<file path="src/rtl/reg_bank_pkg.sv">
// rtl/reg_bank_pkg.sv - shared constants and typedefs for the REDUX-V register bank
//
// Contents:
//   REG_BANK_BITS      data word width
//   REG_BANK_REG_BITS  register index width
//   REG_BANK_REG_SIZE  register count (always 2**REG_BANK_REG_BITS)
//   reg_idx_t          register index type
//   data_word_t        data word type
// Optional feature macro used by this slice: REG_BANK_BYPASS_EN

package reg_bank_pkg;

  localparam int REG_BANK_BITS     = 8;
  localparam int REG_BANK_REG_BITS = 2;
  localparam int REG_BANK_REG_SIZE = 1 << REG_BANK_REG_BITS;

  typedef logic [REG_BANK_REG_BITS-1:0] reg_idx_t;
  typedef logic [REG_BANK_BITS-1:0]     data_word_t;

endpackage

</file>
<file path="src/rtl/reg_bank_read_port.sv">
// rtl/reg_bank_read_port.sv - one asynchronous read port of the register bank
//
// Ports:
//   regs           in   flat register array, REG_SIZE x BITS
//   address        in   register index to read
//   reset          in   bank reset (bypass only; reads must show 0 during reset)
//   write_enable   in   writeback strobe (bypass only)
//   write_address  in   writeback index (bypass only)
//   write_data     in   writeback value (bypass only)
//   data           out  regs[address], or write_data when forwarding
// Macro REG_BANK_BYPASS_EN: defined -> same-cycle write-to-read forwarding.

module reg_bank_read_port
  import reg_bank_pkg::*;
#(
  parameter int BITS     = REG_BANK_BITS,
  parameter int REG_BITS = REG_BANK_REG_BITS,
  parameter int REG_SIZE = REG_BANK_REG_SIZE
) (
  input  logic [REG_SIZE-1:0][BITS-1:0] regs,
  input  logic [REG_BITS-1:0]           address,
`ifdef REG_BANK_BYPASS_EN
  input  logic                          reset,
  input  logic                          write_enable,
  input  logic [REG_BITS-1:0]           write_address,
  input  logic [BITS-1:0]               write_data,
`endif
  output logic [BITS-1:0]               data
);

  logic [BITS-1:0] stored;

  assign stored = regs[address];

`ifdef REG_BANK_BYPASS_EN
  // Forward the in-flight writeback value so the ALU sees it this cycle.
  // Reset suppresses forwarding because the pending write will be discarded.
  always_comb begin
    data = stored;
    if (write_enable && !reset && (write_address == address))
      data = write_data;
  end
`else
  assign data = stored;
`endif

endmodule

</file>
<file path="src/rtl/reg_bank.sv">
// rtl/reg_bank.sv - REDUX-V general-purpose register file, 2 async read ports, 1 sync write port
//
// Ports:
//   clk            in   rising-edge clock for writes
//   reset          in   asynchronous active-high clear of every register
//   write_enable   in   1 = store write_data at the next rising edge
//   write_address  in   destination register index
//   write_data     in   value to store
//   address_a      in   read port A index
//   address_b      in   read port B index
//   data_a         out  register[address_a], combinational
//   data_b         out  register[address_b], combinational
// Macro REG_BANK_BYPASS_EN: defined -> both read ports forward a same-cycle write.

module reg_bank
  import reg_bank_pkg::*;
#(
  parameter int BITS     = REG_BANK_BITS,
  parameter int REG_BITS = REG_BANK_REG_BITS,
  parameter int REG_SIZE = REG_BANK_REG_SIZE
) (
  input  logic                clk,
  input  logic                reset,
  input  logic                write_enable,
  input  logic [REG_BITS-1:0] write_address,
  input  logic [BITS-1:0]     write_data,
  input  logic [REG_BITS-1:0] address_a,
  input  logic [REG_BITS-1:0] address_b,
  output logic [BITS-1:0]     data_a,
  output logic [BITS-1:0]     data_b
);

  // Flat flop array; packed so it passes straight into the read ports.
  logic [REG_SIZE-1:0][BITS-1:0] regs;

  always_ff @(posedge clk or posedge reset) begin
    if (reset)
      regs <= '0;
    else if (write_enable)
      regs[write_address] <= write_data;
  end

  reg_bank_read_port #(
    .BITS     (BITS),
    .REG_BITS (REG_BITS),
    .REG_SIZE (REG_SIZE)
  ) u_port_a (
    .regs          (regs),
    .address       (address_a),
`ifdef REG_BANK_BYPASS_EN
    .reset         (reset),
    .write_enable  (write_enable),
    .write_address (write_address),
    .write_data    (write_data),
`endif
    .data          (data_a)
  );

  reg_bank_read_port #(
    .BITS     (BITS),
    .REG_BITS (REG_BITS),
    .REG_SIZE (REG_SIZE)
  ) u_port_b (
    .regs          (regs),
    .address       (address_b),
`ifdef REG_BANK_BYPASS_EN
    .reset         (reset),
    .write_enable  (write_enable),
    .write_address (write_address),
    .write_data    (write_data),
`endif
    .data          (data_b)
  );

endmodule

</file>
<file path="config.mk">
export PLATFORM = sky130hd
export DESIGN_NAME = reg_bank
export DESIGN_NICKNAME = d
export VERILOG_FILES = /design/src/rtl/reg_bank_pkg.sv /design/src/rtl/reg_bank_read_port.sv /design/src/rtl/reg_bank.sv
export SDC_FILE = /design/constraint.sdc
export NUM_CORES = 1
export LEC_CHECK = 0
export ABC_AREA = 1
export BUFFER_PORTS_ARGS = -buffer_cell sky130_fd_sc_hd__buf_2
export CORE_MARGIN = 3
export CORE_UTILIZATION = 57
export DETAILED_ROUTE_END_ITERATION = 10
export GPL_ROUTABILITY_DRIVEN = 0
export PLACE_DENSITY = 0.86
export SLEW_MARGIN = 5
export SYNTH_ARGS = -nofsm -noshare
export SYNTH_HDL_FRONTEND = slang
export SYNTH_HIERARCHICAL = 1
export SYNTH_SLANG_ARGS = --single-unit
export TNS_END_PERCENT = 1
</file>
<file path="constraint.sdc">
create_clock -name clk -period 1 [get_ports clk]
set_input_delay 0.15 -clock clk [delete_from_list [all_inputs] [get_ports clk]]
set_output_delay 0.15 -clock clk [all_outputs]
set_load 0.005 [all_outputs]
</file>
==> results of run 1 <==
==> stage by stage <==
stage                     instances  hold slack (ns)  worst slack, ns  cell area (sq um)  utilization
after global routing            418            0.135           -0.316               2570        0.730
after floorplan                 332            0.266            0.159               2200            -
after CTS                       417            0.133           -0.230               2560        0.726
final                           418            0.143           -0.236               2570        0.730
after detailed placement        405            0.198          -0.0922               2400        0.681
after global placement          405            0.195          -0.0421               2400        0.681
==> placed cells by master, fill, tap and decap left out <==
cell,count
buf_12,4
nand3_4,3
nand3_2,1
dlygate4sd3_1,1
inv_4,2
buf_2,32
nand3_1,39
inv_1,67
clkinv_1,2
dfrtp_1,32
bufinv_16,1
clkbuf_8,7
nand4_1,24
nand2_1,144
buf_4,11
nor2_8,1
nand2_4,1
==> layout make-up <==
cell class | instances | area share
Clock buffer | 7 | 0.0375
Multi-Input combinational cell | 213 | 0.381
Tap cell | 46 | 0.0224
Clock inverter | 1 | 0.0117
Inverter | 71 | 0.106
Timing Repair Buffer | 48 | 0.130
Sequential cell | 32 | 0.312
==> repair_timing <==
action                     in CTS  in global routing
setup buffers                   3                  1
setup endpoints to repair      16                 16
gates resized for setup         0                  1
hold buffers                    1                  0
hold endpoints to repair       32                  0
pin swaps                      12                  7
==> cells by family (layout without fill, tap and decap cells) <==
family	after synthesis	after routing	synth area share
and+or+nand+nor	213	213	0.443
buffers and inverters	87	127	0.194
DFF	32	32	0.364
==> worst reg2reg max path: stages (launching register included) <==
cell	delay (ns)
dfrtp_1	0.41
buf_4	0.15
nand2_1	0.05
nand2_1	0.05
==> routing by layer <==
layer / global-route usage / wire [um] / up-vias
li1: - / - / 1090
met1: 0.412 / 2600 / 1011
met2: 0.406 / 2480 / 98
met3: 0.0443 / 438 / 4
met4: 0.112 / 52 / 0
met5: 0 / 0 / -
==> where the power goes <==
part	switching (mW)	leakage [nW]	internal [mW]
Combinational	0.604	1.10	0.438
Clock	0.468	0.0645	0.878
Sequential	0.221	0.399	1.50
Total	1.29	1.56	2.82
==> worst paths after layout <==
check	start	to	slack [ns]	cells after the start
worst max register to register	regs[16]	regs[16]	0.24	3
worst min-delay path	write_data[6]	regs[30]	0.14	3
worst max-delay path	regs[19]	data_b[3]	-0.24	5
worst min register to register	regs[0]	regs[0]	0.51	2
min in group asynchronous	reset	regs[23]	0.44	4
max in group asynchronous	reset	regs[25]	0.39	4
==> run metrics, run 1 <==
status finished with violations; failing checks negative setup slack; Setup Skew 0 ns; Max FO, Critical Path 3; DR DRC count 0; CTS clock-pin slew for the worst setup and hold paths 0.07 ns; Worst setup SP type flop; P&R area growth vs syn 16.6%; Most flops, register regs; Slew Limit Fails 0; max incr delay on CP 0.42 ns; Cell Chain, Critical Path inv_1, nand2_1, nand3_1, nand2_1, buf_2; die area 4650 sq um; crit share post-route 1.24; clock sinks 32; Yosys warning count 6; FMAX 0.809 GHz; multi-input logic area ~980 sq um; pin count of the biggest net entering global routing 37; clock root cell clkbuf_8; Die Wd 68.2 um; number of flip-flops under the largest register name 32; vias in the first global route 1,899; post-synth top area share 0.364; top-count cell post-synth nand2_1; layout cell share with drive strength beyond 1 0.169; synthesized area 2200 sq um; IO Count 33; Synth Instances 332; Fin Setup TNS -3.41 ns; Total Wirelength between 5 and 6 mm; post-DR wirelength/cell 13.3 um; Slew HR 0.798; DRT iter0 DRCs 211; hpwl dp 4.01 mm; P_leak approximately 1.6 nW; worst slew pin tran 0.303 ns; DR pass1 iterations 5; Final Power about 4 mW; CP Class reg -> out; Num CTS Buffers 5; number of max-cap violations 0; CTS Buffer Depth 2; top area cells in the synthesized netlist dfrtp_1 36%, nand2_1 25%, inv_1 11%; Via-to-Cell Ratio 5.27; final critical-path setup slack -0.236 ns; RSZ-0062 raised after global routing true; worst skew pair latency 0.28 ns; fin crit period 1.24 ns; ANT nets after route 0; Peak VDD IR 0.00113 V; Worst setup EP type primary output; Min-Delay Path Class in -> reg; Post-synth ARST share 1.00; Crit path arrival time 1.09 ns; Power Dens Cells 1600 nW/um^2; Tot GR Track Use 0.279; Cell variety after synth 15; syn_area_per_cell 6.63 sq um; top_reg_cell synth dfrtp_1; antenna violations before repair 0; grt ovf 0; number of synthesized register bits 32; routed vias around 2,200; final setup vio count 16; EDFF count, synth 0; slowest CP cell dfrtp_1; Worst Path Required 0.85 ns; Worst Path Buf+Inv 2; final antenna diode count 0; Fill cells 295; sequential area share after synthesis 0.364; commonest cells in the netlist 144 x nand2_1, 67 x inv_1, 40 x nand3_1; nets 388; core area around 3500 sq um; leading area contributor after synthesis dfrtp_1; biggest regs regs: 32 flops; Buffers on Ports 32; htree depth 2; Storage cell area 801 sq um; delay-heaviest family, CP flip-flops; Die Y ~70 um; critical path's most frequent cell nand2_1; Post-Syn Nets 349; Fin. Hold Viols 0; CTS tree done; initial core utilization 0.625; Cell Rows 21; global-route wire length before repair around 9.4 mm
Note: power is estimated with default switching activity, not from simulation.
==> inputs of run 2 (changes only) <==
==> constraint.sdc (replaced) <==
create_clock -name clk -period 1 [get_ports clk]
set_input_delay 0 -clock clk [delete_from_list [all_inputs] [get_ports clk]]
set_output_delay 0 -clock clk [all_outputs]
set_load 0.005 [all_outputs]
==> run metrics, run 2 (synthesis results as in run 1) <==
status finished with violations; failing checks negative setup slack; RSZ-0062 raised after global routing true; slowest CP cell dfrtp_1; final setup vio count 16; worst skew pair latency 0.28 ns; crit share post-route 1.08; Most flops, register regs; Setup Skew 0 ns; Worst Path Required 1.00 ns; DRT iter0 DRCs roughly 250; Slew Limit Fails 0; FMAX 0.924 GHz; Worst setup SP type flop; htree depth 2; routed vias 2,195; biggest regs regs: 32 flops; grt ovf 0; Via-to-Cell Ratio 5.19; Reg2Reg Setup Slack 0.21 ns; Slew HR 0.741; post-DR wirelength/cell 12.8 um; hold path depth 3; reg2reg end regs[29]; WHS approximately 0.01 ns; number of flip-flops under the largest register name 32; Die Y roughly 68 um; max incr delay on CP 0.40 ns; post-layout util 0.737; final critical-path setup slack -0.0817 ns; nets 393; core area 3520 sq um; global-route wire length before repair 9.00 mm; delay-heaviest family, CP flip-flops; Cell Chain, Critical Path inv_1, nand2_1, nand3_1, nand2_1, buf_2; Power Dens Cells 1580 nW/um^2; clock sinks 32; pin count of the biggest net entering global routing 37; final antenna diode count 0; Fin Setup TNS -1.04 ns; Worst Path Buf+Inv 2; critical path's most frequent cell nand2_1; commonest non-fill, non-tap cell in the layout nand2_1; count of non-filler cells in the finished layout 423; clock root cell clkbuf_8; CTS tree done; vias in the first global route 1,919; commonest non-fill, non-tap cells in the layout 144 x nand2_1, 67 x inv_1, 37 x nand3_1; Num CTS Buffers 5; CTS Buffer Depth 2; Peak VDD IR 0.00134 V; cell area after placement around 2400 sq um; layout cell share with drive strength beyond 1 0.170; Setup crit start regs[16]; Worst setup EP type primary output; fin area 2590 sq um; number of max-cap violations 0; Tot GR Track Use 0.263; antenna violations before repair 0; crit path capture data_a[0]; Reg2Reg Depth 3; initial core utilization 0.625; Min-Delay Path Class in -> reg; CTS clock-pin slew for the worst setup and hold paths 0.06 ns; IO Count 33; P_leak 1.57 nW; worst r2r src regs[29]; DP Cell Count 404; stages on the worst setup path 5; worst slew pin tran 0.388 ns; Crit path arrival time 1.08 ns; Fin. Hold Viols 0; die area 4650 sq um; Cell Rows 21; ANT nets after route 0; CP Class reg -> out; Total Wirelength 5.41 mm; hpwl dp ~3.9 mm; DR DRC count 0; Buffers on Ports 32; fin crit period 1.08 ns; Max FO, Critical Path 3; DR pass1 iterations 4; P&R area growth vs syn 17.8%; Die Wd 68.2 um
-- run 2: cell type report --
class	count	area, sq um
repair buffers	53	348
multi-input cells	213	990
clock buffers	7	96.3
inverters	71	272
clock inverters	1	30.0
well taps	46	57.6
flip-flops and latches	32	801
fillers	295	927
-- run 2: power by group --
group	leakage [nW]	switching, mW	internal, mW	total [mW]
clock	0.0645	0.461	0.878	1.34
sequential	0.399	0.213	1.50	1.72
combinational	1.11	0.606	0.436	1.04
total	1.57	1.28	2.82	4.09
-- run 2: worst reg2reg max path, stage by stage, from the launching register on --
cell	delay, ns
dfrtp_1	0.42
buf_4	0.15
nand2_1	0.05
nand2_1	0.05
-- run 2: how the worst min path moves through the flow --
stage	startpoint	endpoint	slack, ns
after global routing	write_data[3]	regs[19]	0.02
final	write_data[3]	regs[27]	0.01
after CTS	write_data[3]	regs[27]	0.003
after detailed placement	reset	regs[24]	0.09
after global placement	reset	regs[24]	0.1
after floorplan	reset	regs[0]	0.12
-- run 2: routing by layer --
metal / global-route usage / up-vias / routed length, um / part of all wire
met5: 0 / - / 0 / 0
met4: 0.102 / 0 / 85 / 0.016
met3: 0.0509 / 8 / 366 / 0.068
met2: 0.400 / 91 / 2390 / 0.44
met1: 0.369 / 997 / 2560 / 0.47
li1: - / 1099 / - / -
-- run 2: timing repair --
item,4_1_cts,5_1_grt
pin swaps,24,16
setup buffers,3,1
hold buffers,7,0
resized for setup,0,3
endpoints found under the setup margin,16,16
endpoints found under the hold margin,42,0
-- run 2: through the flow --
| step | power, mW | setup slack, ns |
|---|---|---|
| finish | 4.09 | -0.0817 |
| global route | 4.35 | -0.154 |
| CTS | 4.09 | -0.0820 |
| detailed placement | 2.69 | 0.0478 |
| global placement | 2.66 | 0.0963 |
| floorplan | 2.37 | 0.309 |
